--- config.mk ---
export PLATFORM = sky130hd
export DESIGN_NAME = div_seq_flat
export DESIGN_NICKNAME = d
export VERILOG_FILES = /design/src/rtl/div_seq_pkg.sv /design/src/rtl/div_seq_if.sv /design/src/rtl/div_restore_step.sv /design/src/rtl/div_seq.sv /design/src/flat_wrapper.sv
export SDC_FILE = /design/constraint.sdc
export NUM_CORES = 1
export LEC_CHECK = 0
export ABC_CLOCK_PERIOD_IN_PS = 4800
export CORE_AREA = 3 3 69 71
export CTS_BUF_LIST = sky130_fd_sc_hd__clkbuf_4
export CTS_CLUSTER_SIZE = 40
export DETAILED_ROUTE_END_ITERATION = 6
export DIE_AREA = 0 0 72 74
export PLACE_DENSITY = 0.71
export SYNTH_ARGS = -nofsm -noshare
export SYNTH_HDL_FRONTEND = slang
export SYNTH_SLANG_ARGS = --single-unit
--- constraint.sdc ---
create_clock -name clk -period 4.8 [get_ports clk]
set_clock_uncertainty 0.1 [all_clocks]
set_input_delay 0.72 -clock clk [delete_from_list [all_inputs] [get_ports clk]]
set_output_delay 0.72 -clock clk [all_outputs]
set_load 0.01 [all_outputs]
--- src/rtl/div_seq_pkg.sv ---
// rtl/div_seq_pkg.sv - shared state encoding and two's-complement helpers for div_seq
package div_seq_pkg;

  // Widest operand the helpers support; callers cast in and out at their own width.
  localparam int unsigned MAX_W = 32;

  typedef enum logic [1:0] {
    IDLE = 2'd0,
    CALC = 2'd1,
    FIX  = 2'd2
  } state_e;

  // Two's-complement negate, ~x + 1 modulo 2^MAX_W.
  function automatic logic [MAX_W-1:0] twos_neg(input logic [MAX_W-1:0] x);
    return ~x + MAX_W'(1);
  endfunction

  // Magnitude of a value whose sign bit is passed separately.
  function automatic logic [MAX_W-1:0] twos_abs(input logic [MAX_W-1:0] x, input logic neg);
    return neg ? twos_neg(x) : x;
  endfunction

endpackage

--- src/rtl/div_seq_if.sv ---
// rtl/div_seq_if.sv - start/done handshake and result bus for div_seq
interface div_seq_if #(parameter int N = 4);
  logic         start;
  logic [N-1:0] dividend;
  logic [N-1:0] divisor;
  logic         busy;
  logic         done;
  logic [N-1:0] quotient;
  logic [N-1:0] remainder;
  logic         div_zero;
  logic         overflow;

  modport master (
    output start, dividend, divisor,
    input  busy, done, quotient, remainder, div_zero, overflow
  );

  modport slave (
    input  start, dividend, divisor,
    output busy, done, quotient, remainder, div_zero, overflow
  );
endinterface

--- src/rtl/div_restore_step.sv ---
// rtl/div_restore_step.sv - one unsigned restoring-division step
module div_restore_step #(
  parameter int N = 4
) (
  input  logic [N:0]   r_i,
  input  logic [N-1:0] q_i,
  input  logic [N-1:0] d_i,
  output logic [N:0]   r_o,
  output logic [N-1:0] q_o
);

  logic [N:0] r_sh;
  logic       ge;

  // Shift the next dividend bit into R and subtract the divisor when it fits.
  // R[N] set would mean the shifted value already exceeds any N-bit divisor.
  always_comb begin
    r_sh = {r_i[N-1:0], q_i[N-1]};
    ge   = r_i[N] | (r_sh >= {1'b0, d_i});
    r_o  = ge ? (r_sh - {1'b0, d_i}) : r_sh;
    q_o  = {q_i[N-2:0], ge};
  end

endmodule

--- src/rtl/div_seq.sv ---
// rtl/div_seq.sv - sequential signed sign-magnitude restoring divider
module div_seq
  import div_seq_pkg::*;
#(
  parameter int N = 4
) (
  input  logic      clk,
  input  logic      rst,
  div_seq_if.slave  bus
);

  localparam int CW = $clog2(N + 1);

  state_e         state_q, state_d;
  logic [N:0]     r_q, r_d;
  logic [N-1:0]   q_q, q_d;
  logic [N-1:0]   dvs_q, dvs_d;
  logic [N-1:0]   dvd_q, dvd_d;
  logic [CW-1:0]  cnt_q, cnt_d;
  logic           neg_quo_q, neg_quo_d;
  logic           neg_rem_q, neg_rem_d;
  logic           dz_pend_q, dz_pend_d;
  logic           ov_pend_q, ov_pend_d;
  logic [N-1:0]   quo_q, quo_d;
  logic [N-1:0]   rem_q, rem_d;
  logic           dz_q, dz_d;
  logic           ov_q, ov_d;
  logic           busy_q, busy_d;
  logic           done_q, done_d;

  logic [N:0]     r_step;
  logic [N-1:0]   q_step;

  div_restore_step #(.N(N)) u_step (
    .r_i (r_q),
    .q_i (q_q),
    .d_i (dvs_q),
    .r_o (r_step),
    .q_o (q_step)
  );

  // Next-state and datapath: accept in IDLE, iterate N steps in CALC, sign-fix in FIX.
  always_comb begin
    state_d   = state_q;
    r_d       = r_q;
    q_d       = q_q;
    dvs_d     = dvs_q;
    dvd_d     = dvd_q;
    cnt_d     = cnt_q;
    neg_quo_d = neg_quo_q;
    neg_rem_d = neg_rem_q;
    dz_pend_d = dz_pend_q;
    ov_pend_d = ov_pend_q;
    quo_d     = quo_q;
    rem_d     = rem_q;
    dz_d      = dz_q;
    ov_d      = ov_q;
    busy_d    = busy_q;
    done_d    = 1'b0;
    case (state_q)
      IDLE: begin
        if (bus.start) begin
          neg_quo_d = bus.dividend[N-1] ^ bus.divisor[N-1];
          neg_rem_d = bus.dividend[N-1];
          q_d       = N'(twos_abs(MAX_W'(bus.dividend), bus.dividend[N-1]));
          dvs_d     = N'(twos_abs(MAX_W'(bus.divisor), bus.divisor[N-1]));
          dvd_d     = bus.dividend;
          r_d       = '0;
          cnt_d     = CW'(N);
          dz_pend_d = (bus.divisor == '0);
          ov_pend_d = (bus.dividend == {1'b1, {(N-1){1'b0}}}) && (bus.divisor == {N{1'b1}});
          busy_d    = 1'b1;
          state_d   = CALC;
        end
      end
      CALC: begin
        r_d   = r_step;
        q_d   = q_step;
        cnt_d = cnt_q - CW'(1);
        if (cnt_q == CW'(1)) state_d = FIX;
      end
      FIX: begin
        if (dz_pend_q) begin
          quo_d = {N{1'b1}};
          rem_d = dvd_q;
        end else if (ov_pend_q) begin
          quo_d = {1'b1, {(N-1){1'b0}}};
          rem_d = '0;
        end else begin
          quo_d = neg_quo_q ? N'(twos_neg(MAX_W'(q_q))) : q_q;
          rem_d = neg_rem_q ? N'(twos_neg(MAX_W'(r_q[N-1:0]))) : r_q[N-1:0];
        end
        dz_d    = dz_pend_q;
        ov_d    = ov_pend_q & ~dz_pend_q;
        done_d  = 1'b1;
        busy_d  = 1'b0;
        state_d = IDLE;
      end
      default: state_d = IDLE;
    endcase
  end

  // State and all registered outputs; reset aborts any operation in flight.
  always_ff @(posedge clk or posedge rst) begin
    if (rst) begin
      state_q   <= IDLE;
      r_q       <= '0;
      q_q       <= '0;
      dvs_q     <= '0;
      dvd_q     <= '0;
      cnt_q     <= '0;
      neg_quo_q <= 1'b0;
      neg_rem_q <= 1'b0;
      dz_pend_q <= 1'b0;
      ov_pend_q <= 1'b0;
      quo_q     <= '0;
      rem_q     <= '0;
      dz_q      <= 1'b0;
      ov_q      <= 1'b0;
      busy_q    <= 1'b0;
      done_q    <= 1'b0;
    end else begin
      state_q   <= state_d;
      r_q       <= r_d;
      q_q       <= q_d;
      dvs_q     <= dvs_d;
      dvd_q     <= dvd_d;
      cnt_q     <= cnt_d;
      neg_quo_q <= neg_quo_d;
      neg_rem_q <= neg_rem_d;
      dz_pend_q <= dz_pend_d;
      ov_pend_q <= ov_pend_d;
      quo_q     <= quo_d;
      rem_q     <= rem_d;
      dz_q      <= dz_d;
      ov_q      <= ov_d;
      busy_q    <= busy_d;
      done_q    <= done_d;
    end
  end

  assign bus.busy      = busy_q;
  assign bus.done      = done_q;
  assign bus.quotient  = quo_q;
  assign bus.remainder = rem_q;
  assign bus.div_zero  = dz_q;
  assign bus.overflow  = ov_q;

endmodule

--- src/flat_wrapper.sv ---
// flat-port wrapper written by rule: the top's interface ports become plain ports
module div_seq_flat import div_seq_pkg::*;
#(
  parameter int N = 4
)
  (clk, rst, bus_start, bus_dividend, bus_divisor, bus_busy, bus_done, bus_quotient, bus_remainder, bus_div_zero, bus_overflow);
  div_seq_if #(.N(N)) bus_i ();
  input  logic clk;
  input  logic rst;
  input wire logic [$bits(bus_i.start)-1:0] bus_start;
  input wire logic [$bits(bus_i.dividend)-1:0] bus_dividend;
  input wire logic [$bits(bus_i.divisor)-1:0] bus_divisor;
  output wire logic [$bits(bus_i.busy)-1:0] bus_busy;
  output wire logic [$bits(bus_i.done)-1:0] bus_done;
  output wire logic [$bits(bus_i.quotient)-1:0] bus_quotient;
  output wire logic [$bits(bus_i.remainder)-1:0] bus_remainder;
  output wire logic [$bits(bus_i.div_zero)-1:0] bus_div_zero;
  output wire logic [$bits(bus_i.overflow)-1:0] bus_overflow;
  assign bus_i.start = bus_start;
  assign bus_i.dividend = bus_dividend;
  assign bus_i.divisor = bus_divisor;
  assign bus_busy = bus_i.busy;
  assign bus_done = bus_i.done;
  assign bus_quotient = bus_i.quotient;
  assign bus_remainder = bus_i.remainder;
  assign bus_div_zero = bus_i.div_zero;
  assign bus_overflow = bus_i.overflow;
  div_seq #(.N(N)) u_core (.clk(clk), .rst(rst), .bus(bus_i));
endmodule
==> metrics <==
initial antenna violation count 0; DP HPWL roughly 3.1 mm; Hold Path Depth 2; gpl congestion around 0.84; crit path cell chain inv_1 > ha_1 > inv_1 > fa_1 > a21o_1 > a21oi_1 > xor2_1 > a32o_1; Bufs on Longest Clock Path 2; measured slew at the worst slew-check pin ~0.66 ns; synthesized flop and latch total 37; vias in the first global route 1513; count of input and output buffers 22; Worst setup EP type register; sequential area share after synthesis 0.443; 1st-pass router iterations 4; Clk Latency, worst-skew pair around 0.34 ns; Post CTS Setup Buffer Count 0; pre-CTS WS 2.45 ns; NumNets Final 270; cts hold-fix bufs 0; WHS Endpoint u_core.bus.quotient[2]$_DFFE_PP0P_; FP Rows 24; Crit Path Category reg2reg; uppermost layer routed met4; Fmax 0.456 GHz; Final Util 0.566; area delta synth->final 16.3%; CTS Sinks 37; Ports 23; placed cell count 292; Period minus WS final 2.19 ns; critical path startpoint category register; HP Start u_core.bus.quotient[2]$_DFFE_PP0P_; layout cells sized above 1 0.0847; WL met2 2.06 mm; setup TNS 0 ns; RSZ-0062 raised after global routing no; CP Data Required Time approximately 4.9 ns; largest cells by area after synthesis dfrtp_1 (44%), ha_1 (6.6%), nand2_1 (6.5%); Initial Utilization 0.487; RR Startpoint u_core.q_q[3]$_DFFE_PP0P_; Total GRT Usage 0.174; Tcrit/Tclk final 0.457; die height 74 µm; Final Worst Setup Slack approximately 2.6 ns; routed vias 1627; DRT met1 WL 1.94 mm; H-tree Lvls 2; Die X approximately 72 µm; CTS tree done; final WL 4.21 mm; Worst Path Max Fanout 3; leakage 1.08 nW; syn avg cell area 9.38 µm²; clock-pin slew on the worst setup and hold paths ~0.11 ns; Max Cap Violations 0; Pwr Density 677 nW/µm²; status complete, no violations; Crit path largest cell delay 0.48 ns; Syn Nets 246; Root Buffer Master clkbuf_4; vias per inst ~5.4; Post-Synthesis Cells ~220; R2R setup slack 2.61 ns; Num CTS Buffers 5; reg2reg end u_core.r_q[4]$_DFFE_PP0P_; Final Non-Filler Cells 300; aggregate global routing overflow 0; Layout fillers 399; Ant. Diodes 0; Final ANT Viol Nets 0; pin count of the biggest net entering global routing 38; Iter 0 DRT Violations 85; final hold vios 0; Synth area leader dfrtp_1; metal3 WL 167 µm; synth unique cells 47; first-pass GRT wire length 7.14 mm; Yosys top cell area share 0.443; per-cell routed wire length 14.0 µm; drc violations 0; Setup-failing EPs final 0; area of the mapped netlist 2090 µm²; HP Class reg2reg; Post-CTS Resized 0; critical path startpoint u_core.q_q[3]$_DFFE_PP0P_; core footprint 4290 µm²; Slew Viols, Final 0; critical path's slowest cell fa_1; r2r worst-path depth 8; die area 5330 µm²; VDD IR max about 0.28 mV; Top cell by count, worst path inv_1; YS warnings 0; crit path DAT around 2.3 ns; Slew HR 0.561
synth_stat cells (all sizes together):
cell	count
or3	1
a22oi	6
a31oi	1
buf	4
nand4	2
ha	11
a21o	2
nor4b	1
a32o	2
nand2b	9
mux2	1
o311ai	1
o211ai	2
nor2	5
dfrtp	37
xnor2	6
fa	1
o22ai	7
clkbuf	2
and2	1
a41oi	1
nor3	3
nand3b	1
inv	22
o21a	2
nor2b	3
a211oi	3
o31ai	5
nand3	1
xor2	3
o21ai	25
a21oi	13
a21boi	1
a2111oi	1
mux2i	1
nand2	36
worst max-delay path, delay by kind of cell, from the launching register on:
kind | cells | cell delay, ns
buffers and inverters | 2 | 0.21
flip-flops | 1 | 0.41
adder cells (fa/ha/maj) | 2 | 0.69
XOR/XNOR | 1 | 0.09
AO/OA/AOI/OAI | 3 | 0.61
cells by family (layout without fill, tap and decap cells):
family	count (synthesis)	after routing	synth area share
DFF	37	37	0.443
muxes	2	2	0.0102
buffers and inverters	28	53	0.0544
and+or+nand+nor	63	63	0.153
adders and majority gates	12	12	0.0754
AOI/OAI and AO/OA	72	72	0.227
xor gates and xnor gates	9	9	0.0377
power breakdown:
part | switching [mW] | internal [mW]
combinational | 0.444 | 0.415
sequential | 0.127 | 0.442
clock | 0.104 | 0.114
total | 0.676 | 0.972
routing by layer:
metal | global-route usage | vias up
met5 | 0 | -
met4 | 0.0501 | 0
met3 | 0.0446 | 4
met2 | 0.285 | 33
met1 | 0.231 | 757
li1 | - | 833
registers in the layout (all words and copies together) (netlist names), 2 cells and up:
register	count
u_core.bus.quotient	4
u_core.bus.remainder	4
u_core.cnt_q	3
u_core.dvd_q	3
u_core.dvs_q	4
u_core.q_q	4
u_core.r_q	5
u_core.state_q	2
cells in the final DEF, fill, tap and decap left out, types with 2 or more instances in the layout:
master	instances
ha_1	11
clkdlybuf4s50_1	22
nand4_1	2
xor2_1	3
nand2b_1	8
o21a_1	2
a21oi_1	12
clkbuf_4	6
inv_1	21
o31ai_1	5
a211oi_1	2
nor2_1	3
o21ai_1	3
nor2_2	2
nand2_1	36
nor3_1	2
a21o_1	2
dfrtp_1	37
a32o_1	2
o22ai_1	7
xnor2_1	6
o21ai_0	22
nor2b_1	3
a22oi_1	5
area by class of cell:
| class | instances | area, µm² | area share |
|---|---|---|---|
| Clock buffer | 6 | 45.0 | 0.0185 |
| Tap cell | 52 | 65.1 | 0.0267 |
| Timing Repair Buffer | 23 | 228 | 0.0936 |
| Clock inverter | 2 | 33.8 | 0.0139 |
| Multi-Input combinational cell | 158 | 1050 | 0.433 |
| Inverter | 22 | 82.6 | 0.0340 |
| Sequential cell | 37 | 926 | 0.381 |
worst max-delay path by stage:
stage / end / slack (ns) / depth (start not counted)
detailed placement: u_core.ov_pend_q$_DFFE_PP0P_ / 2.45 / 4
global placement: u_core.ov_pend_q$_DFFE_PP0P_ / 2.48 / 4
finish: u_core.r_q[4]$_DFFE_PP0P_ / 2.61 / 8
CTS: u_core.r_q[4]$_DFFE_PP0P_ / 2.60 / 8
global route: u_core.r_q[4]$_DFFE_PP0P_ / 2.46 / 8
floorplan: u_core.r_q[4]$_DFFE_PP0P_ / 2.79 / 8
per-stage QoR:
step | cell area, µm² | total power, mW | hold WS, ns
after floorplan | 2090 | 1.21 | 0.347
after global placement | 2350 | 1.42 | 0.359
after detailed placement | 2350 | 1.44 | 0.367
after CTS | 2430 | 1.66 | 0.390
after global routing | 2430 | 1.80 | 0.405
final | 2430 | 1.65 | 0.385
No activity file was read; power rests on OpenSTA's default activity.
